$ cat src/rtl/alu_pkg.sv
// Shared ALU/M-extension definitions: M-group alu_control codes and the
// multiply/divide sequencer state encoding. XLEN-independent.
package alu_pkg;

    localparam logic [4:0] ALU_MULHU  = 5'b01000;
    localparam logic [4:0] ALU_MUL    = 5'b01001;
    localparam logic [4:0] ALU_MULHSU = 5'b01010;
    localparam logic [4:0] ALU_MULH   = 5'b01011;
    localparam logic [4:0] ALU_DIVU   = 5'b01100;
    localparam logic [4:0] ALU_DIV    = 5'b01101;
    localparam logic [4:0] ALU_REMU   = 5'b01110;
    localparam logic [4:0] ALU_REM    = 5'b01111;

    typedef enum logic [1:0] {
        ST_IDLE = 2'd0,
        ST_CALC = 2'd1,
        ST_FIX  = 2'd2,
        ST_DONE = 2'd3
    } md_state_t;

endpackage

$ cat src/rtl/muldiv_iter_core.sv
// One-bit-per-cycle unsigned datapath: shift-add multiply or restoring divide.
// After XLEN steps {hi,lo} holds the product, or hi=remainder and lo=quotient.
module muldiv_iter_core #(
    parameter int XLEN = 32
) (
    input  logic            clk,
    input  logic            rst_n,
    input  logic            init,
    input  logic            step,
    input  logic            is_div,
    input  logic [XLEN-1:0] init_a,
    input  logic [XLEN-1:0] init_b,
    output logic [XLEN-1:0] hi,
    output logic [XLEN-1:0] lo
);

    logic [XLEN-1:0] m;
    logic [XLEN:0]   mul_sum;
    logic [XLEN:0]   div_shift;
    logic [XLEN:0]   div_diff;
    logic [XLEN-1:0] hi_next;
    logic [XLEN-1:0] lo_next;

    always_comb begin
        mul_sum   = {1'b0, hi} + (lo[0] ? {1'b0, m} : {(XLEN+1){1'b0}});
        div_shift = {hi, lo[XLEN-1]};
        div_diff  = div_shift - {1'b0, m};
        hi_next   = hi;
        lo_next   = lo;
        if (is_div) begin
            // remainder stays below m, so a clear sign bit means the trial subtract fits
            if (!div_diff[XLEN]) begin
                hi_next = div_diff[XLEN-1:0];
                lo_next = {lo[XLEN-2:0], 1'b1};
            end else begin
                hi_next = div_shift[XLEN-1:0];
                lo_next = {lo[XLEN-2:0], 1'b0};
            end
        end else begin
            hi_next = mul_sum[XLEN:1];
            lo_next = {mul_sum[0], lo[XLEN-1:1]};
        end
    end

    always_ff @(posedge clk or negedge rst_n) begin
        if (!rst_n) begin
            hi <= '0;
            lo <= '0;
            m  <= '0;
        end else if (init) begin
            hi <= '0;
            lo <= init_a;
            m  <= init_b;
        end else if (step) begin
            hi <= hi_next;
            lo <= lo_next;
        end
    end

endmodule

$ cat src/rtl/muldiv_sequencer.sv
// RV32M multiply/divide sequencer: FSM, sign handling, special cases, handshakes.
// Define MULDIV_FAST_MUL_EN for a single-cycle combinational multiplier.
module muldiv_sequencer
    import alu_pkg::*;
#(
    parameter int XLEN  = 32,
    parameter int TAG_W = 5
) (
    input  logic             clk,
    input  logic             rst_n,
    input  logic             flush,
    input  logic             req_valid,
    output logic             req_ready,
    input  logic [4:0]       req_op,
    input  logic [XLEN-1:0]  req_a,
    input  logic [XLEN-1:0]  req_b,
    input  logic [TAG_W-1:0] req_rd,
    output logic             resp_valid,
    input  logic             resp_ready,
    output logic [XLEN-1:0]  resp_data,
    output logic [TAG_W-1:0] resp_rd,
    output logic             busy
);

    localparam int CNT_W = $clog2(XLEN);
    localparam logic [CNT_W-1:0] CNT_LAST = CNT_W'(XLEN - 1);
    localparam logic [XLEN-1:0]  INT_MIN  = {1'b1, {(XLEN-1){1'b0}}};

    md_state_t state, state_next;
    logic [CNT_W-1:0] counter;

    logic            op_div, a_sgn, b_sgn, sa, sb;
    logic [XLEN-1:0] abs_a, abs_b;
    logic            illegal, div_zero, div_ovf, fast_mul, spec_hit;
    logic [XLEN-1:0] spec_val;

    logic            is_div_q, sel_hi_q, neg_q;
    logic            core_init, core_step, load_special, load_fix;
    logic [XLEN-1:0] core_hi, core_lo;

    logic [2*XLEN-1:0] prod, prod_fix;
    logic [XLEN-1:0]   div_res, div_fix, fix_res;

`ifdef MULDIV_FAST_MUL_EN
    logic signed [XLEN:0]     fast_a, fast_b;
    logic signed [2*XLEN+1:0] fast_full;
`endif

    // Request decode: bit 2 splits mul/div, low bits pick signedness and result half.
    always_comb begin
        op_div   = req_op[2];
        a_sgn    = op_div ? req_op[0] : req_op[1];
        b_sgn    = op_div ? req_op[0] : (req_op[1] & req_op[0]);
        sa       = a_sgn & req_a[XLEN-1];
        sb       = b_sgn & req_b[XLEN-1];
        abs_a    = sa ? (~req_a + 1'b1) : req_a;
        abs_b    = sb ? (~req_b + 1'b1) : req_b;
        illegal  = (req_op[4:3] != 2'b01);
        div_zero = op_div & (req_b == '0);
        div_ovf  = op_div & req_op[0] & (req_a == INT_MIN) & (req_b == '1);
`ifdef MULDIV_FAST_MUL_EN
        fast_mul = ~op_div;
`else
        fast_mul = 1'b0;
`endif
        spec_hit = illegal | div_zero | div_ovf | fast_mul;
    end

`ifdef MULDIV_FAST_MUL_EN
    always_comb begin
        fast_a    = {a_sgn & req_a[XLEN-1], req_a};
        fast_b    = {b_sgn & req_b[XLEN-1], req_b};
        fast_full = fast_a * fast_b;
    end
`endif

    always_comb begin
        spec_val = '0;
        if (illegal) begin
            spec_val = '0;
        end else if (div_zero) begin
            spec_val = req_op[1] ? req_a : '1;
        end else if (div_ovf) begin
            spec_val = req_op[1] ? '0 : INT_MIN;
`ifdef MULDIV_FAST_MUL_EN
        end else if (fast_mul) begin
            spec_val = (req_op[1:0] == 2'b01) ? fast_full[XLEN-1:0]
                                              : fast_full[2*XLEN-1:XLEN];
`endif
        end
    end

    // Negation is applied to the full product so the high half borrows correctly.
    always_comb begin
        prod     = {core_hi, core_lo};
        prod_fix = neg_q ? (~prod + 1'b1) : prod;
        div_res  = sel_hi_q ? core_hi : core_lo;
        div_fix  = neg_q ? (~div_res + 1'b1) : div_res;
        if (is_div_q)
            fix_res = div_fix;
        else
            fix_res = sel_hi_q ? prod_fix[2*XLEN-1:XLEN] : prod_fix[XLEN-1:0];
    end

    muldiv_iter_core #(.XLEN(XLEN)) u_core (
        .clk    (clk),
        .rst_n  (rst_n),
        .init   (core_init),
        .step   (core_step),
        .is_div (is_div_q),
        .init_a (abs_a),
        .init_b (abs_b),
        .hi     (core_hi),
        .lo     (core_lo)
    );

    always_ff @(posedge clk or negedge rst_n) begin
        if (!rst_n)
            state <= ST_IDLE;
        else
            state <= state_next;
    end

    always_comb begin
        state_next   = state;
        core_init    = 1'b0;
        core_step    = 1'b0;
        load_special = 1'b0;
        load_fix     = 1'b0;
        if (flush) begin
            state_next = ST_IDLE;
        end else begin
            case (state)
                ST_IDLE: begin
                    if (req_valid) begin
                        if (spec_hit) begin
                            load_special = 1'b1;
                            state_next   = ST_DONE;
                        end else begin
                            core_init  = 1'b1;
                            state_next = ST_CALC;
                        end
                    end
                end
                ST_CALC: begin
                    core_step = 1'b1;
                    if (counter == CNT_LAST)
                        state_next = ST_FIX;
                end
                ST_FIX: begin
                    load_fix   = 1'b1;
                    state_next = ST_DONE;
                end
                ST_DONE: begin
                    if (resp_ready)
                        state_next = ST_IDLE;
                end
                default: state_next = ST_IDLE;
            endcase
        end
    end

    always_ff @(posedge clk or negedge rst_n) begin
        if (!rst_n)
            counter <= '0;
        else if (state == ST_CALC && state_next == ST_CALC)
            counter <= counter + CNT_W'(1);
        else
            counter <= '0;
    end

    always_ff @(posedge clk or negedge rst_n) begin
        if (!rst_n) begin
            resp_data <= '0;
            resp_rd   <= '0;
            is_div_q  <= 1'b0;
            sel_hi_q  <= 1'b0;
            neg_q     <= 1'b0;
        end else begin
            if (core_init) begin
                is_div_q <= op_div;
                sel_hi_q <= op_div ? req_op[1] : (req_op[1:0] != 2'b01);
                // remainder follows the dividend; product and quotient follow sa^sb
                neg_q    <= (op_div & req_op[1]) ? sa : (sa ^ sb);
                resp_rd  <= req_rd;
            end
            if (load_special) begin
                resp_data <= spec_val;
                resp_rd   <= req_rd;
            end
            if (load_fix)
                resp_data <= fix_res;
        end
    end

    assign req_ready  = (state == ST_IDLE) & ~flush;
    assign resp_valid = (state == ST_DONE) & ~flush;
    assign busy       = (state != ST_IDLE);

endmodule

$ cat config.mk
export PLATFORM = sky130hd
export DESIGN_NAME = muldiv_sequencer
export DESIGN_NICKNAME = d
export VERILOG_FILES = /design/src/rtl/alu_pkg.sv /design/src/rtl/muldiv_iter_core.sv /design/src/rtl/muldiv_sequencer.sv
export SDC_FILE = /design/constraint.sdc
export NUM_CORES = 1
export LEC_CHECK = 0
export BUFFER_PORTS_ARGS = -buffer_cell sky130_fd_sc_hd__buf_2
export CORE_ASPECT_RATIO = 1.5
export CORE_UTILIZATION = 53
export CTS_CLUSTER_DIAMETER = 50
export DETAILED_ROUTE_END_ITERATION = 8
export PLACE_DENSITY = 0.72
export SLEW_MARGIN = 15
export SYNTH_ARGS = -nofsm -noshare
export SYNTH_HDL_FRONTEND = slang
export SYNTH_HIERARCHICAL = 1
export SYNTH_SLANG_ARGS = --single-unit
$ cat constraint.sdc
create_clock -name clk -period 5.6 [get_ports clk]
set_clock_uncertainty 0.15 [all_clocks]
set_input_delay 1.12 -clock clk [delete_from_list [all_inputs] [get_ports clk]]
set_output_delay 1.12 -clock clk [all_outputs]
set_load 0.01 [all_outputs]
==> results of run 1 <==
power groups by stage:
stage	Clock, mW	Sequential [mW]	Combinational [mW]
finish	1.25	2.38	5.85
global route	1.30	2.43	6.38
CTS	1.26	2.34	5.73
detailed placement	0	2.35	5.70
global placement	0	2.34	5.62
floorplan	0	1.93	4.50
critical path, cell delays in order (launching register included):
cell and delay, ns:
dfrtp_1 0.66, ha_1 0.39, a21oi_1 0.24, nand2_1 0.11
o211ai_1 0.48, a211oi_2 0.17, or2_4 0.31, o311ai_4 0.70
buf_12 0.29, mux2_2 0.36, a21oi_1 0.14, a211oi_1 0.08
routing by layer:
metal	vias up	wire length, µm
met1	8209	22800
met4	0	5040
met2	841	29300
met3	242	3450
met5	-	0
li1	7983	-
registers in the layout, indices dropped and copies added (netlist names):
| register | cells |
|---|---|
| u_core/lo | 32 |
| sel_hi_q | 1 |
| u_core/m | 32 |
| state | 2 |
| resp_data | 32 |
| resp_rd | 5 |
| u_core/hi | 32 |
| is_div_q | 1 |
| neg_q | 1 |
| counter | 5 |
area by class of cell:
| type | count | area, µm² | share of cell area |
|---|---|---|---|
| Clock buffer | 20 | 467 | 0.0265 |
| Clock inverter | 10 | 161 | 0.00917 |
| Inverter | 82 | 308 | 0.0175 |
| Multi-Input combinational cell | 1794 | 11700 | 0.662 |
| Sequential cell | 143 | 3580 | 0.204 |
| Tap cell | 395 | 494 | 0.0281 |
| Timing Repair Buffer | 157 | 927 | 0.0527 |
stage by stage:
stage | hold WS [ns] | utilization | instances
global placement | 0.295 | 0.572 | 2571
floorplan | 0.281 | - | 2156
CTS | 0.319 | 0.593 | 2601
finish | 0.315 | 0.593 | 2601
detailed placement | 0.311 | 0.572 | 2571
global route | 0.336 | 0.593 | 2601
layout by cell type (no fill, tap or decap), types with 11 or more instances in the layout:
cell type,netlist,routed
nand2_1,247,247
o21ai_0,194,194
nor2_1,178,177
a21oi_1,147,147
dfrtp_1,143,140
buf_2,10,117
xnor2_1,105,105
inv_1,80,80
mux2i_1,72,72
ha_1,71,71
xor2_1,64,64
nor3_1,60,60
nand3_1,43,43
and2_1,42,42
nand4_1,40,40
buf_4,2,36
nor4_1,34,33
o31ai_1,31,31
a21o_1,29,29
or3_1,27,27
a31oi_1,25,25
or4_1,24,24
a211oi_1,23,23
nand2b_1,22,22
nor2b_1,22,20
mux2_2,20,20
o211ai_1,18,18
a211o_1,17,17
clkbuf_16,0,17
or2_2,14,14
o41ai_1,12,12
a22oi_1,12,12
a41oi_1,11,11
a221o_1,11,11
path summary, 6_finish.rpt:
path | endpoint
worst max register to register | u_core/hi[4]
worst min-delay path | counter[0]
min in group asynchronous | u_core/lo[9]
max in group asynchronous | sel_hi_q
worst max-delay path | u_core/hi[4]
worst min register to register | counter[0]
cell families (layout without fill, tap and decap cells):
group | after synthesis | count (layout) | share of synthesized area
and+or+nand+nor | 806 | 806 | 0.248
AOI/OAI and AO/OA | 653 | 653 | 0.265
buffers and inverters | 219 | 269 | 0.0554
xor gates and xnor gates | 169 | 169 | 0.0920
DFF | 143 | 143 | 0.222
muxes | 93 | 93 | 0.0595
adders and majority gates | 73 | 73 | 0.0577
==> flow_summary.toml, run 1 <==
[logic_synthesis]
seq_area_frac_synth = 0.222
synthCells = 2156
ys.flop_type = "dfrtp_1"
yosys-top-cells-count = "nand2_1, o21ai_0, nor2_1"
yosysTopAreaCellShare = 0.222
synth-edff-count = 0
synth_most_common_cell = "nand2_1"
synth_fp_nets = 2308
ys_seq_elements = 143
synth_cell_type_count = 96
synth_area_leaders = "dfrtp_1, o21ai_0, nand2_1"
syn_area_per_cell_um2 = 7.46
synth_area_um2 = 16100
ys_warn_count = 6
async_flop_share = 1.00
synth_top_area_cell = "dfrtp_1"

[die]
ios = 119
core_um2 = 29700
dieArea_um2 = 31100
initial_core_util = 0.542
rows = 77
die-width_um = 144
die_h_um = 215

[cells_and_area]
antenna_cells = 0
nets = 2347
drive_gt1_frac = 0.117
fin_area_um2 = 17600
fillers = 2880
area_delta_synth_final_pct = 9.38

[worst_setup_path]
r2r_slack_ns = 1.34
r2r_start = "u_core/hi[6]"
crit_path_end_kind = "register"
cp.arrival_ns = 4.41
setup.worst_path.start_class = "register"
crit_fanout = 42
ff2ff_path_depth = 11
path_class = "reg2reg"
startpoint = "u_core/hi[6]"
cp.required_ns = 5.75

[cts]
htreeDepth = 4
cts-root-buf = "clkbuf_16"
cts_setup_buffers = 0
cts_hold_buffers = 0
cts_made_buffers = 17
clock_sinks = 143
ctsResizeCount = 0
cts_tree = "yes"
clockBufferDepth = 2
clk_pin_slew_ns = 0.06
clk_latency_ns = 0.46

[sta]
slew_headroom = 0.176
fin_tns_setup_ns = 0
rsz0062_at_grt = "false"
finalHoldViolCount = 0
post-route-worst-setup-slack_ns = 1.34
drv_slew = 0
min_period_ns = 4.26
tightest_slew_ns = 1.23
setup-violations-final = 0
fmax_mhz = 235
timing.final.crit_share = 0.761

[route]
wl_um = 60600
drc = 0
drtAntennaViolNets = 0
viasPerCell = 6.64
firstDrtPassIters = 7
num_vias = 17300
drtIter0Drc = 1635
avgRoutedWirePerCell_um = 23.3

[grt]
grt_pass1_vias = 16200
grt_pass1_wl_um = 91900
met3_usage = 0.0535
antenna_found_initial = 0
grt_max_degree = 149
grt_usage = 0.390
grt_overflow = 0
grt-busiest-layer = "met2"
grt_use_met1 = 0.438
grt.met2_usage = 0.659

[placed_design]
placed_area_um2 = 17000
gp_congestion = 0.978
portBuffers = 118
dp.final_hpwl_um = 45200
pre_cts_ws_ns = 1.11

[run]
drv_cap = 0

[power_and_ir_drop]
p_int_mw = 4.61
power_switching_mw = 4.87
p_clk_frac = 0.132
p_comb_frac = 0.617
ir_drop_v = 0.000315
swShare = 0.514
power_frac_seq = 0.251
finalPower_mw = 9.47
power.density_nw_per_um2 = 538
power.leakage_nw = 7.31

[min_path]
min_from = "counter[0]"
holdPathStages = 1
hold_class = "reg2reg"

[run_status]
status = "complete, no violations"
Power figures use the tool's default switching activity.
==> inputs of run 2 (changes only) <==
==> constraint.sdc (replaced) <==
create_clock -name clk -period 4.3 [get_ports clk]
set_clock_uncertainty 0.15 [all_clocks]
set_input_delay 0.86 -clock clk [delete_from_list [all_inputs] [get_ports clk]]
set_output_delay 0.86 -clock clk [all_outputs]
set_load 0.01 [all_outputs]
==> flow_summary.toml, run 2 (synthesis results as in run 1) <==
[run_status]
status = "complete, no violations"

[route]
wl_um = 61200
avgRoutedWirePerCell_um = 23.0
drtAntennaViolNets = 0
num_vias = 17600
drc = 0
firstDrtPassIters = 6
drtIter0Drc = 1708
viasPerCell = 6.62

[cts]
cts_hold_buffers = 0
clk_pin_slew_ns = 0.06
clk_latency_ns = 0.47
clockBufferDepth = 2
cts_setup_buffers = 0
cts-root-buf = "clkbuf_16"
htreeDepth = 4
clock_sinks = 143
ctsResizeCount = 0
cts_made_buffers = 17
cts_tree = "yes"

[grt]
grt_use_met1 = 0.438
grt_pass1_wl_um = 93400
grt_pass1_vias = 17000
grt_usage = 0.397
grt-busiest-layer = "met2"
antenna_found_initial = 0
met3_usage = 0.0568
grt_max_degree = 78
grt_overflow = 0
grt.met2_usage = 0.659

[worst_setup_path]
path_class = "reg2reg"
crit_fanout = 26
cp.arrival_ns = 4.12
cp.required_ns = 4.51
critical_path.max_stage_delay_ns = 0.49
path_cells = "ha_1 > fa_1 > nand2b_1 > a21oi_1 > o211ai_1 > a211oi_2 > or2_4 > o311ai_4 > buf_4 > mux2i_1 > a2111oi_2"
r2r_slack_ns = 0.39
setup.worst_path.start_class = "register"
crit_path_end_kind = "register"
cp_slowest_cell = "dfrtp_1"

[die]
ios = 119
die_h_um = 215
initial_core_util = 0.542
rows = 77
dieArea_um2 = 31100
core_um2 = 29700
die-width_um = 144

[power_and_ir_drop]
ir_drop_v = 0.000359
finalPower_mw = 12.6
power.leakage_nw = 7.56
power.density_nw_per_um2 = 699

[cells_and_area]
final_cell_mix = "nand2_1, o21ai_0, nor2_1"
fin_area_um2 = 18000
drive_gt1_frac = 0.136
area_delta_synth_final_pct = 11.8
nets = 2399
final_common_cell = "nand2_1"

[sta]
timing.final.crit_share = 0.909
tightest_slew_ns = 1.05
rsz0062_at_grt = "false"
fmax_mhz = 256
setup-violations-final = 0
drv_slew = 0
fin_tns_setup_ns = 0
finalHoldViolCount = 0
min_period_ns = 3.91
slew_headroom = 0.300

[min_path]
hold_class = "in2async"

[placed_design]
placed_area_um2 = 17300
dp.final_hpwl_um = 46800
portBuffers = 118
gp_congestion = 1.01

[run]
drv_cap = 0
==> run 2: cell types whose count changed in the layout (fill, tap and decap cells not counted), sizes merged <==
| cell | previous run | this run |
|---|---|---|
| buf | 157 | 209 |
| clkinv | 8 | 6 |
| clkinvlp | 0 | 2 |
| clkbuf | 20 | 21 |
| diode | 0 | 1 |
==> run 2: worst paths after layout <==
check / start / cells past startpoint / end
worst max register to register: u_core/m[0] / 11 / u_core/hi[31]
max in group asynchronous: rst_n / 2 / u_core/m[25]
worst max-delay path: u_core/m[0] / 11 / u_core/hi[31]
worst min register to register: counter[0] / 1 / counter[0]
worst min-delay path: rst_n / 1 / resp_data[9]
min in group clk: counter[0] / 1 / counter[0]
==> run 2: through the flow <==
step	setup WS (ns)	util	hold WS, ns	cells
2_1_floorplan	0.120	-	0.281	2156
3_3_place_gp	0.190	0.585	0.295	2623
3_5_place_dp	0.130	0.585	0.307	2623
4_1_cts	0.464	0.606	0.315	2654
5_1_grt	0.221	0.606	0.324	2654
6_report	0.393	0.606	0.286	2655
==> run 2: power breakdown <==
part           leakage (nW)  internal [mW]  switching [mW]
combinational          5.52           3.26            4.84
clock                 0.311           1.03           0.630
sequential             1.73           1.87           0.949
==> run 2: metal layers <==
metal	wire, µm	part of all wire	vias up
li1	-	-	8100
met1	22500	0.37	8351
met2	29500	0.48	863
met3	3650	0.060	265
met4	5520	0.090	0
met5	0	0	-
==> run 2: area by class of cell <==
class	count	area (µm²)
clock buffer	21	480
antenna	1	2.50
tap	395	494
fill	2858	11700
timing repair buffer	209	1310
multi-input combinational	1794	11700
sequential	143	3580
inverter	82	308
clock inverter	10	159
==> run 2: worst max-delay path, delay by kind of cell (launching register included) <==
family,cells,cell delay [ns]
AOI/OAI and AO/OA,5,1.56
adders and majority gates,2,0.55
DFF,1,0.49
and+or+nand+nor,2,0.46
buffers and inverters,1,0.41
muxes,1,0.15
==> inputs of run 3 (changes only) <==
--- a/config.mk
+++ b/config.mk
@@ -6,11 +6,13 @@
 export NUM_CORES = 1
 export LEC_CHECK = 0
 export BUFFER_PORTS_ARGS = -buffer_cell sky130_fd_sc_hd__buf_2
+export CELL_PAD_IN_SITES_DETAIL_PLACEMENT = 2
+export CELL_PAD_IN_SITES_GLOBAL_PLACEMENT = 2
 export CORE_ASPECT_RATIO = 1.5
-export CORE_UTILIZATION = 53
+export CORE_UTILIZATION = 37
 export CTS_CLUSTER_DIAMETER = 50
 export DETAILED_ROUTE_END_ITERATION = 8
-export PLACE_DENSITY = 0.72
+export PLACE_DENSITY_LB_ADDON = 0.1
 export SLEW_MARGIN = 15
 export SYNTH_ARGS = -nofsm -noshare
 export SYNTH_HDL_FRONTEND = slang
==> flow_summary.toml, run 3 (synthesis results as in run 1) <==
[cells_and_area]
fin_area_um2 = 18300
regArea_um2 = 3590
drive_gt1_frac = 0.145
final_common_cell = "nand2_1"
antenna_cells = 0
instances_no_fill = 2852
final_cell_mix = "nand2_1, o21ai_0, nor2_1"
nets = 2421
multi_input_area_um2 = 11700
fillers = 5105
area_delta_synth_final_pct = 14.0

[die]
rows = 93
die_h_um = 257
ios = 119
die-width_um = 172
core_um2 = 42900
initial_core_util = 0.375
dieArea_um2 = 44400

[placed_design]
dp.final_hpwl_um = 61900
dp.cells = 2820
portBuffers = 118
gp_congestion = 0.970
placed_area_um2 = 17800

[route]
wl_um = 79600
drtAntennaViolNets = 0
drc = 0
drtIter0Drc = 998
firstDrtPassIters = 5
viasPerCell = 6.33
avgRoutedWirePerCell_um = 27.9
num_vias = 18000

[run]
drv_cap = 0

[cts]
cts_tree = "yes"
cts_hold_buffers = 0
clockBufferDepth = 2
cts_made_buffers = 17
cts-root-buf = "clkbuf_16"
cts_setup_buffers = 0
htreeDepth = 4
ctsResizeCount = 0
clock_sinks = 143
clk_latency_ns = 0.47
clk_pin_slew_ns = 0.07

[sta]
slew_headroom = 0.287
setup-violations-final = 0
tightest_slew_ns = 1.06
rsz0062_at_grt = "false"
drv_slew = 0
min_period_ns = 4.07
finalHoldViolCount = 0
fin_tns_setup_ns = 0
fmax_mhz = 245
timing.final.crit_share = 0.948

[run_status]
status = "complete, no violations"

[power_and_ir_drop]
p_int_mw = 6.17
p_comb_frac = 0.689
power.density_nw_per_um2 = 730
ir_drop_v = 0.000347
power.leakage_nw = 7.65
p_clk_frac = 0.113
power_frac_seq = 0.198
swShare = 0.539
power_switching_mw = 7.22

[min_path]
hold_class = "in2async"

[grt]
grt_usage = 0.362
grt_max_degree = 104
grt_pass1_wl_um = 120000
antenna_found_initial = 2
grt_pass1_vias = 19600
grt_overflow = 0

[worst_setup_path]
r2r_slack_ns = 0.23
setup.worst_path.start_class = "register"
r2r_end = "u_core/hi[31]"
cp.required_ns = 4.50
cp.arrival_ns = 4.28
crit_path_end_kind = "register"
ff2ff_path_depth = 14
r2r_start = "u_core/m[0]"
path_class = "reg2reg"
crit_fanout = 4
## run 3: critical path, cell delays in order (launching register included)
cell and delay (ns):
dfrtp_1 0.35, buf_4 0.11, and2_1 0.12, ha_1 0.25, inv_1 0.09, fa_1 0.42
nor2b_1 0.22, o31ai_1 0.14, a21oi_2 0.34, a21oi_1 0.22, o31a_1 0.38, o21bai_2 0.21
a31oi_1 0.17, o311a_1 0.41, a2111oi_2 0.36
## run 3: power by group through the flow
stage / Combinational (mW) / Sequential [mW] / Clock [mW]
floorplan: 5.86 / 2.51 / 0
global placement: 8.70 / 2.61 / 0
detailed placement: 9.04 / 2.64 / 0
CTS: 9.12 / 2.63 / 1.54
global route: 9.93 / 2.71 / 1.57
finish: 9.23 / 2.65 / 1.51
## run 3: layout make-up
class | count | area share
Inverter | 82 | 0.0168
Clock buffer | 20 | 0.0249
Timing Repair Buffer | 231 | 0.0829
Multi-Input combinational cell | 1794 | 0.635
Clock inverter | 12 | 0.00607
Sequential cell | 143 | 0.195
Tap cell | 570 | 0.0389
## run 3: how the worst max path moves through the flow
stage                     start             to  slack (ns)
floorplan              sel_hi_q  resp_data[22]        0.12
global placement      req_b[10]  u_core/hi[29]        0.21
detailed placement    req_b[10]   u_core/hi[5]        0.11
CTS                 u_core/m[0]  u_core/hi[31]        0.23
global route        u_core/m[0]  u_core/hi[31]        0.16
finish              u_core/m[0]  u_core/hi[31]        0.23
## run 3: through the flow
stage / utilization / worst slack (ns) / hold slack [ns] / power (mW)
floorplan: - / 0.120 / 0.281 / 8.37
global placement: 0.414 / 0.215 / 0.293 / 11.3
detailed placement: 0.414 / 0.108 / 0.339 / 11.7
CTS: 0.427 / 0.234 / 0.285 / 13.3
global route: 0.427 / 0.156 / 0.306 / 14.2
finish: 0.427 / 0.225 / 0.254 / 13.4
## run 3: routing by layer
| layer | routed length (µm) | GRT usage | vias to the layer above | part of all wire |
|---|---|---|---|---|
| met4 | 6030 | 0.256 | 0 | 0.076 |
| li1 | - | - | 8136 | - |
| met3 | 2840 | 0.0448 | 223 | 0.036 |
| met1 | 30200 | 0.393 | 9184 | 0.38 |
| met5 | 0 | 0 | - | 0 |
| met2 | 40600 | 0.639 | 502 | 0.51 |
